<file path="src/rtl/lc3_decode_stage.sv">
// LC-3 decode stage: registers the fetched instruction and NPC and produces
// execute/writeback/memory control fields one cycle after each accept.
module lc3_decode_stage (
    input  logic        clock,
    input  logic        reset,
    input  logic        enable_decode,
    input  logic [15:0] Instr_dout,
    input  logic [15:0] npc_in,
    output logic [15:0] IR,
    output logic [15:0] npc_out,
    output logic [5:0]  E_Control,
    output logic [1:0]  W_Control,
    output logic        Mem_Control,
    output logic        decode_valid,
    output logic        illegal_op,
    output logic [15:0] decode_count
);

    typedef enum logic [3:0] {
        OpBr  = 4'b0000,
        OpAdd = 4'b0001,
        OpLd  = 4'b0010,
        OpSt  = 4'b0011,
        OpAnd = 4'b0101,
        OpLdr = 4'b0110,
        OpStr = 4'b0111,
        OpNot = 4'b1001,
        OpLdi = 4'b1010,
        OpSti = 4'b1011,
        OpJmp = 4'b1100,
        OpLea = 4'b1110
    } opcode_e;

    localparam logic [1:0] WbAlu = 2'b00;
    localparam logic [1:0] WbPc  = 2'b01;
    localparam logic [1:0] WbMem = 2'b10;

    logic [3:0]  opcode;
    logic [1:0]  alu_control;
    logic [1:0]  pcselect1;
    logic        pcselect2;
    logic        op2select;
    logic [1:0]  w_ctrl;
    logic        mem_ctrl;
    logic        illegal;

    logic [15:0] ir_q, ir_d;
    logic [15:0] npc_q, npc_d;
    logic [5:0]  e_ctrl_q, e_ctrl_d;
    logic [1:0]  w_ctrl_q, w_ctrl_d;
    logic        mem_ctrl_q, mem_ctrl_d;
    logic        valid_q, valid_d;
    logic        illegal_q, illegal_d;
    logic [15:0] count_q, count_d;

    assign opcode = Instr_dout[15:12];

    // Unsupported opcodes fall through to the default arm with all controls zeroed.
    always_comb begin
        alu_control = 2'b00;
        pcselect1   = 2'b00;
        pcselect2   = 1'b0;
        op2select   = 1'b0;
        w_ctrl      = WbAlu;
        mem_ctrl    = 1'b0;
        illegal     = 1'b0;
        case (opcode)
            OpAdd: begin
                alu_control = 2'b00;
                op2select   = ~Instr_dout[5];
            end
            OpAnd: begin
                alu_control = 2'b01;
                op2select   = ~Instr_dout[5];
            end
            OpNot: alu_control = 2'b10;
            OpBr, OpSt: begin
                pcselect1 = 2'b01;
                pcselect2 = 1'b1;
            end
            OpLd: begin
                pcselect1 = 2'b01;
                pcselect2 = 1'b1;
                w_ctrl    = WbMem;
            end
            OpLdi: begin
                pcselect1 = 2'b01;
                pcselect2 = 1'b1;
                w_ctrl    = WbMem;
                mem_ctrl  = 1'b1;
            end
            OpSti: begin
                pcselect1 = 2'b01;
                pcselect2 = 1'b1;
                mem_ctrl  = 1'b1;
            end
            OpLea: begin
                pcselect1 = 2'b01;
                pcselect2 = 1'b1;
                w_ctrl    = WbPc;
            end
            OpLdr: begin
                pcselect1 = 2'b10;
                w_ctrl    = WbMem;
            end
            OpStr: pcselect1 = 2'b10;
            OpJmp: pcselect1 = 2'b11;
            default: illegal = 1'b1;
        endcase
    end

    always_comb begin
        ir_d       = ir_q;
        npc_d      = npc_q;
        e_ctrl_d   = e_ctrl_q;
        w_ctrl_d   = w_ctrl_q;
        mem_ctrl_d = mem_ctrl_q;
        illegal_d  = illegal_q;
        count_d    = count_q;
        valid_d    = enable_decode;
        if (enable_decode) begin
            ir_d       = Instr_dout;
            npc_d      = npc_in;
            e_ctrl_d   = {alu_control, pcselect1, pcselect2, op2select};
            w_ctrl_d   = w_ctrl;
            mem_ctrl_d = mem_ctrl;
            illegal_d  = illegal;
            count_d    = count_q + 16'd1;
        end
    end

    always_ff @(posedge clock) begin
        if (reset) begin
            ir_q       <= '0;
            npc_q      <= '0;
            e_ctrl_q   <= '0;
            w_ctrl_q   <= '0;
            mem_ctrl_q <= 1'b0;
            valid_q    <= 1'b0;
            illegal_q  <= 1'b0;
            count_q    <= '0;
        end else begin
            ir_q       <= ir_d;
            npc_q      <= npc_d;
            e_ctrl_q   <= e_ctrl_d;
            w_ctrl_q   <= w_ctrl_d;
            mem_ctrl_q <= mem_ctrl_d;
            valid_q    <= valid_d;
            illegal_q  <= illegal_d;
            count_q    <= count_d;
        end
    end

    assign IR           = ir_q;
    assign npc_out      = npc_q;
    assign E_Control    = e_ctrl_q;
    assign W_Control    = w_ctrl_q;
    assign Mem_Control  = mem_ctrl_q;
    assign decode_valid = valid_q;
    assign illegal_op   = illegal_q;
    assign decode_count = count_q;

endmodule

</file>
<file path="config.mk">
export PLATFORM = sky130hd
export DESIGN_NAME = lc3_decode_stage
export DESIGN_NICKNAME = d
export VERILOG_FILES = /design/src/rtl/lc3_decode_stage.sv
export SDC_FILE = /design/constraint.sdc
export NUM_CORES = 1
export LEC_CHECK = 0
export CAP_MARGIN = 25
export CORE_UTILIZATION = 46
export CTS_CLUSTER_SIZE = 24
export DETAILED_ROUTE_END_ITERATION = 7
export PLACE_DENSITY_LB_ADDON = 0.25
export REMOVE_ABC_BUFFERS = 1
export SLEW_MARGIN = 20
export SYNTH_ARGS = -nofsm -noshare
export SYNTH_HDL_FRONTEND = slang
export SYNTH_SLANG_ARGS = --single-unit
</file>
<file path="constraint.sdc">
create_clock -name clock -period 4.5 [get_ports clock]
set_clock_uncertainty 0.15 [all_clocks]
set_input_delay 0.9 -clock clock [delete_from_list [all_inputs] [get_ports clock]]
set_output_delay 0.9 -clock clock [all_outputs]
set_load 0.1 [all_outputs]
</file>
# Yosys cells after proc, flatten, opt, wreduce, memory -nomap -nowiden
# Index checks and enable logic that the tools add are counted.
[totals]
register_bits = 59
input_bits = 35
out_inout_bits = 59
word_cells = 35
[classes]
add_sub_neg = 1
n_eq_ne = 11
n_mux = 7
bitwise_logic = 1
n_reduce_logical = 7
[ops]
columns = ["op", "count"]
rows = [
  ["$eq 4x4->1 const B", 5],
  ["$add 16x1->16 const B", 1],
  ["$eq 4x3->1 const B", 3],
  ["$reduce_or 12->1", 1],
  ["$eq 4x2->1 const B", 2],
  ["$pmux 2 s2", 2],
  ["$pmux 2 s3", 1],
  ["$reduce_or 2->1", 3],
  ["$reduce_or 6->1", 1],
  ["$eq 4x1->1 const B", 1],
  ["$logic_not 4->1", 1],
  ["$mux 1", 4],
  ["$reduce_or 3->1", 1],
  ["$not 1->1", 1],
]

# Longest topological paths before layout
# Gate-level depths: netlist of the first run.
[logic_depth]
word_depth = 3
mapped_depth = 4
depth_no_buf = 4

# Worst setup path after synthesis of the first run
# No wires, ideal clock.
[synth_path]
path_type = "reg2reg"
startpoint = "register count_q[0], in the netlist decode_count[0]"
endpoint = "register count_q[10], in the netlist decode_count[10]"
setup_time_ns = 0.121
arrival_ns = 2.096
slack_ns = 2.133
stages_incl_launch_ff = 5
path_buffers = 0
synth_period_minus_slack_ns = 2.367
path_cell_list = "dfxtp_1 -> ha_1 -> inv_1 -> nor4_1 -> mux2_2"
[synth_via]
elab_chain_len = 1
[synth_lines]
columns = ["item", "line", "text"]
rows = [
  ["from (decl)", "54", "logic [15:0] count_q, count_d;"],
  ["from (signal assigned)", "150", "count_q <= count_d;"],
  ["$add 16x1->16", "128", "count_d = count_q + 16'd1;"],
]
# Every way passes these cells.
# A chain may end at the register's enable or synchronous reset.

# Worst setup path after layout of the first run
[layout_path]
startpoint = "register count_q[0], in the netlist decode_count[0]"
endpoint = "output port decode_count[0]"
[layout_lines]
columns = ["item", "line", "text"]
rows = [
  ["to (decl)", "16", "output logic [15:0] decode_count"],
]
# No word-level cell between the ends.

==> results of run 1 <==
==> sequential cells by signal, summed over array words and instances, names as in the netlist <==
register,flops
E_Control,6
IR,16
Mem_Control,1
W_Control,2
decode_count,16
decode_valid,1
illegal_op,1
npc_out,16
==> worst max path at each step <==
stage                    startpoint          endpoint  cells past startpoint
floorplan           decode_count[3]  decode_count[15]                      3
global placement      enable_decode   decode_count[5]                      5
detailed placement    enable_decode   decode_count[5]                      5
CTS                 decode_count[0]   decode_count[0]                      1
global route        decode_count[0]   decode_count[0]                      1
finish              decode_count[0]   decode_count[0]                      1
==> through the flow <==
step	setup WS [ns]	instances	instance area [sq um]	util [%]
floorplan	2.07	233	2290	-
global placement	1.73	395	3310	68.4
detailed placement	1.69	395	3310	68.4
CTS	1.44	411	3490	72.1
global route	1.39	411	3490	72.1
finish	1.45	411	3490	72.1
==> cell families after synthesis <==
| kind of cell | after synthesis |
|---|---|
| muxes | 39 |
| DFF | 59 |
| AOI/OAI and AO/OA | 24 |
| and+or+nand+nor | 102 |
| buffers and inverters | 21 |
| xor gates and xnor gates | 4 |
| adders and majority gates | 1 |
==> synthesized netlist by cell type (all sizes together) <==
| library cell | n | share of area (%) |
|---|---|---|
| mux2i | 33 | 14 |
| ha | 1 | 0.53 |
| nor2b | 10 | 2.6 |
| a311oi | 1 | 0.37 |
| nor3b | 1 | 0.32 |
| nor3 | 1 | 0.21 |
| inv | 4 | 0.63 |
| a21oi | 11 | 2.3 |
| nand4b | 1 | 0.37 |
| clkbuf | 10 | 1.6 |
| or4 | 4 | 1.3 |
| nand4bb | 1 | 0.48 |
| o2bb2ai | 1 | 0.37 |
| nand2 | 14 | 2.2 |
| xor2 | 3 | 1.1 |
| a211oi | 2 | 0.63 |
| nor2 | 49 | 7.8 |
| dfxtp | 59 | 50 |
| nand3 | 3 | 0.63 |
| xnor2 | 1 | 0.37 |
| o31ai | 4 | 1.3 |
| a2bb2oi | 1 | 0.37 |
| buf | 7 | 1.4 |
| or2 | 1 | 0.26 |
| and2 | 1 | 0.26 |
| or3 | 1 | 0.26 |
| mux2 | 6 | 2.9 |
| o21bai | 1 | 0.32 |
| nor4 | 6 | 1.6 |
| o21ai | 2 | 0.42 |
| nand4 | 9 | 2.9 |
| o211ai | 1 | 0.32 |
==> layout make-up <==
class	instances	area (sq um)	area share, %
well taps	67	83.8	2.40
flip-flops and latches	59	1180	33.8
inverters	4	15.0	0.430
multi-input cells	170	1100	31.4
clock inverters	5	27.5	0.788
repair buffers	95	936	26.8
clock buffers	11	151	4.33
==> where the power goes <==
| group | internal, mW | switching [mW] |
|---|---|---|
| registers | 0.545 | 0.0143 |
| clock network | 0.226 | 0.205 |
| logic | 0.0867 | 0.216 |
==> routing by layer <==
layer	vias to the layer above	routed length (um)
met1	970	2460
li1	1050	-
met4	0	51
met5	-	0
met3	6	430
met2	69	2560
==> worst register-to-register path: stages (launching register included) <==
cell and delay [ns]:
dfxtp_1 0.47, ha_1 0.31, inv_1 0.12, nor4_1 0.30
mux2_2 0.37
==> results by group, run 1 <==
Run status
  – Status: finished clean

Global route
  – Grt ovf: 0
  – Met3 usage: between 10 and 15%
  – Pin count of the biggest net entering global routing: 42
  – Vias in the first global route: 1950
  – Grt met2 use: around a third
  – Met1 Use GR: 25.7%
  – Antenna violations before repair: 0
  – GRT Util Overall: 22.0%
  – GR peak layer: met2
  – First-pass GRT wire length: 8920 um

Clock tree
  – Num CTS Buffers: 9
  – H-Tree Depth: 3
  – Clock Pin Slew Worst Setup and Hold Paths: 0.06 ns
  – Post_cts resized: 0
  – CTS tree: yes
  – Clk_lat worst skew: between 0.3 and 0.4 ns
  – Bufs on Longest Clock Path: 2
  – Post-CTS repair timing setup buffer count: 0
  – Hold Buf Count CTS: 0
  – Root Buffer: clkbuf_8
  – Clock sink total: 59

Worst setup path
  – CP Launch Type: flip-flop
  – R2R Setup Slk: ~2.7 ns
  – CP required: 3.45 ns
  – Worst path max stage delay: ~1.2 ns
  – Worst r2r src: decode_count[0]
  – Cell breakdown of the critical path: clkdlybuf4s50_1
  – CP endpoint kind: primary output
  – R2r worst-path depth: 4
  – Worst Path Arrival: 2.00 ns
  – CP bufs+invs: 1
  – CP Class: flip-flop to primary output
  – CP max stage cell: clkdlybuf4s50_1
  – Max FO, Critical Path: 7
  – CP top delay family: buffers and inverters
  – Reg2reg end: decode_count[10]

Synth
  – Synth Area in Adders: 0.529%
  – Synth Register Bits: just under 60
  – Cell variety after synth: 35
  – Synth warn: 0
  – Syn Area/Cell: 9.46 sq um
  – Post-Synth Simple-Gate Area: 21.2%
  – Sequential area share after synthesis: 49.9%
  – Largest family of logic cells by synthesized area: simple AND/OR/NAND/NOR gates
  – Post-synthesis mux area share: 16.8%
  – Compound-Gate Fraction of Synth Area: 6.40%
  – Mapped Cells: 250
  – Synthesized cell area: 2370 sq um
  – Synth Area in XOR/XNOR: 1.48%

Detailed routing
  – Avg WL per Cell: 13.4 um
  – Initial DRC count: 117
  – Antenna Nets Post-Route: 0
  – Vias per cell: 5.10
  – DRC Markers: 0
  – Vias: 2095
  – First-pass DRT Iterations: 4
  – DRT Wirelength: 5500 um

Floorplanning
  – Die area: 5430 sq um
  – Height of the die: 73.7 um
  – Site row count: 25
  – Chip Width: ~74 um
  – Initial core utilization: 48.8%
  – I/O pins: 94
  – Core Area: 4850 sq um

Layout
  – Commonest non-fill, non-tap cell in the layout: clkdlybuf4s50_1
  – Layout cells sized above 1: 7.27%
  – Commonest non-fill, non-tap cells in the layout: clkdlybuf4s50_1, dfxtp_1, nor2_1, mux2i_1, nand2_1
  – ANT cells: 0
  – Fin nets: 375
  – # fillers: about 400
  – Area Overhead vs Synth: 47.6%

STA
  – Min Tclk post-route: 3.05 ns
  – Fmax: 328 MHz
  – Hold Violations, Final: 0
  – Final period utilization: 67.8%
  – Max-slew violations: 0
  – Worst slew margin: between 30% and 40%
  – Worst-Margin Slew: 1.01 ns
  – Hold_ws: 0.313 ns
  – TNS Setup: 0 ns
  – Unrepaired setup endpoints after global routing: false
  – Endpoints failing setup: 0

Pwr
  – P_leak: 1.38 nW
  – Max IR drop VDD: slightly below 0.3 mV
  – Power per cell area: between 300 and 400 nW/um^2
  – Pwr Total: 1.29 mW

Place
  – Post-DP HPWL: 3760 um
  – Final GP Congestion: 0.778
  – I/O Buffers: 93

Job
  – Max cap viols: 0

Hold path
  – WHS Path Cells: 2
  – End of the worst hold path: W_Control[0]
  – Hold Crit Start: W_Control[0]
  – HP Class: flip-flop to flip-flop
No activity file was read; power rests on OpenSTA's default activity.
==> run 2, diff against run 1 <==
--- a/config.mk
+++ b/config.mk
@@ -6,7 +6,7 @@
 export NUM_CORES = 1
 export LEC_CHECK = 0
 export CAP_MARGIN = 25
-export CORE_UTILIZATION = 46
+export CORE_UTILIZATION = 39
 export CTS_CLUSTER_SIZE = 24
 export DETAILED_ROUTE_END_ITERATION = 7
 export PLACE_DENSITY_LB_ADDON = 0.25
==> constraint.sdc (replaced) <==
create_clock -name clock -period 2.7 [get_ports clock]
set_clock_uncertainty 0.15 [all_clocks]
set_input_delay 0.54 -clock clock [delete_from_list [all_inputs] [get_ports clock]]
set_output_delay 0.54 -clock clock [all_outputs]
set_load 0.1 [all_outputs]
==> run 2 against run 1 <==
  * The run now ends with DRC left
  * Power grew 73%
  * Register-to-register slack worse by 1.9 ns
  * Worst hold slack barely moved
  * Combinational power is 64% higher
  * Sequential share of layout area increased by 0.78 points
  * First-iteration DRC count is 13% lower
  * Wire length is 2.4% higher
  * Global-route usage shrank 3.0 points
  * Sequential cell count unchanged
  * Clock-buffer cell count decreased by 1
  * Critical path depth is 3 higher
  * Cell count up 2.7%
  * Critical path type is now flip-flop to flip-flop
  * Critical endpoint is now decode_count[10]
==> results by group, run 2 (synthesis gave the netlist of run 1 again) <==
Place
  – Final GP Congestion: 0.736 (-5.4%)
  – Post-DP HPWL: 3870 um (+3.0%)
  – Placement Cell Area: 3210 sq um (-3.1%)
  – Pre-CTS WS: 0.655 ns (-1.03 ns)
  – I/O Buffers: 93 (unchanged)

Pwr
  – Power per cell area: 655 nW/um^2 (+77%)
  – Max IR drop VDD: 0.454 mV (+57%)
  – P_leak: 1.51 nW (+8.7%)

STA
  – Hold Violations, Final: 0 (unchanged)
  – Endpoints failing setup: 0 (unchanged)
  – Fmax: 532 MHz
  – Final period utilization: between 60% and 70%
  – Worst slew margin: 57.7% (+25 points)
  – Max-slew violations: 0 (unchanged)
  – TNS Setup: 0 ns (unchanged)
  – Worst-Margin Slew: 0.635 ns (-0.372 ns)
  – Hold_ws: 0.313 ns (+0.000327 ns)
  – Final WS setup: 0.819 ns (-0.627 ns)
  – Min Tclk post-route: 1.88 ns
  – Unrepaired setup endpoints after global routing: false

Floorplanning
  – Core Area: 5890 sq um (+21%)
  – Site row count: 28 (+12%)
  – Chip Width: 79.9 um (+8.4%)
  – Height of the die: 79.9 um (+8.4%)
  – Initial core utilization: 40.2% (-8.6 points)
  – I/O pins: 94 (unchanged)
  – Die area: 6380 sq um (+17%)

Global route
  – First-pass GRT wire length: 9340 um (+4.6%)
  – Antenna violations before repair: 0 (unchanged)
  – Grt ovf: 0 (unchanged)
  – GRT Util Overall: 19.0% (-3.0 points)
  – Vias in the first global route: 1987 (+1.9%)
  – Pin count of the biggest net entering global routing: 50 (+19%)

Detailed routing
  – Vias: 2059 (-1.7%)
  – DRC Markers: 1 (+1)
  – Initial DRC count: 102 (-13%)
  – Avg WL per Cell: 13.3 um (-0.27%)
  – Vias per cell: 4.88 (-4.3%)
  – First-pass DRT Iterations: 6 (+2)
  – Antenna Nets Post-Route: 0 (unchanged)
  – DRT Wirelength: 5630 um (+2.4%)

Layout
  – Final core utilization: 58.0% (-14 points)
  – Commonest non-fill, non-tap cell in the layout: buf_4
  – Register Area: 1180 sq um (unchanged)
  – ANT cells: 0 (unchanged)
  – Commonest non-fill, non-tap cells in the layout: buf_4, dfxtp_1, nor2_1, mux2i_1, clkdlybuf4s50_1
  – Post-route design area: 3410 sq um (-2.3%)
  – # fillers: 548 (+39%)
  – Area Overhead vs Synth: 44.3%
  – Layout cells sized above 1: 25.1% (+18 points)
  – Fin nets: 378 (+0.80%)
  – Multi-input logic area: 1100 sq um (unchanged)

Worst setup path
  – Cell breakdown of the critical path: ha_1, inv_1, nor4_1, mux2_2
  – CP max stage cell: dfxtp_1
  – CP endpoint kind: flip-flop
  – CP required: 2.77 ns (-0.68 ns)
  – CP Class: flip-flop to flip-flop
  – Worst Path Arrival: 1.95 ns (-0.05 ns)
  – CP bufs+invs: 1 (unchanged)
  – Max FO, Critical Path: 7 (unchanged)
  – CP Launch Type: flip-flop
  – Worst path max stage delay: 0.48 ns (-0.72 ns)
  – CP top delay family: flip-flops

Clock tree
  – H-Tree Depth: 3 (unchanged)
  – Hold Buf Count CTS: 0 (unchanged)
  – Clk_lat worst skew: 0.33 ns (about the same)
  – Clock Pin Slew Worst Setup and Hold Paths: 0.07 ns (about the same)
  – Clock sink total: 59 (unchanged)
  – CTS tree: yes
  – Post-CTS repair timing setup buffer count: 0 (unchanged)
  – Root Buffer: clkbuf_8
  – Post_cts resized: 0 (unchanged)
  – Bufs on Longest Clock Path: 2 (unchanged)
  – Num CTS Buffers: 9 (unchanged)

Run status
  – Failing checks: DRC
  – Status: finished with violations

Hold path
  – HP Class: flip-flop to flip-flop

Job
  – Max cap viols: 0 (unchanged)
## run 2: cell types whose count changed in the layout (fill, tap and decap cells not counted), sizes merged
cell	previous run	this run
buf	4	66
clkdlybuf4s50	91	32
clkinv	4	1
clkinvlp	1	4
bufinv	0	1
clkbuf	11	10
## run 2: metal layers
metal | vias up | routed length (um) | GRT usage, %
li1 | 1047 | - | -
met1 | 947 | 2540 | 23.2
met2 | 60 | 2700 | 30.7
met3 | 5 | 348 | 7.89
met4 | 0 | 38 | 5.36
met5 | - | 0 | 0
## run 2: cell type report
cell class / count / share of cell area, %
clock buffers: 10 / 4.03
clock inverters: 6 / 1.91
inverters: 4 / 0.440
multi-input cells: 170 / 32.2
flip-flops and latches: 59 / 34.6
well taps: 75 / 2.75
repair buffers: 98 / 24.1
## run 2: path summary, 6_finish.rpt
path / to / depth (start not counted) / start / slack, ns
max: decode_count[10] / 4 / decode_count[0] / 0.82
min: E_Control[3] / 2 / E_Control[3] / 0.31
max reg2reg: decode_count[10] / 4 / decode_count[0] / 0.82
min reg2reg: E_Control[3] / 2 / E_Control[3] / 0.31
## run 2: metrics by stage
stage | power (mW) | instances
3_5_place_dp | 1.45 | 406
5_1_grt | 2.32 | 422
3_3_place_gp | 1.45 | 406
6_report | 2.24 | 422
4_1_cts | 2.26 | 422
2_1_floorplan | 1.29 | 233
## run 2: where the power goes
group / leakage [nW] / switching [mW] / total (mW) / internal, mW
registers: 0.483 / 0.0243 / 0.932 / 0.908
logic: 0.931 / 0.361 / 0.498 / 0.136
clock network: 0.0905 / 0.358 / 0.806 / 0.449
## run 2: tightest hold or removal path: stages, from the launching register on
cell	delay, ns
dfxtp_1	0.31
nand2_1	0.06
a21oi_1	0.05
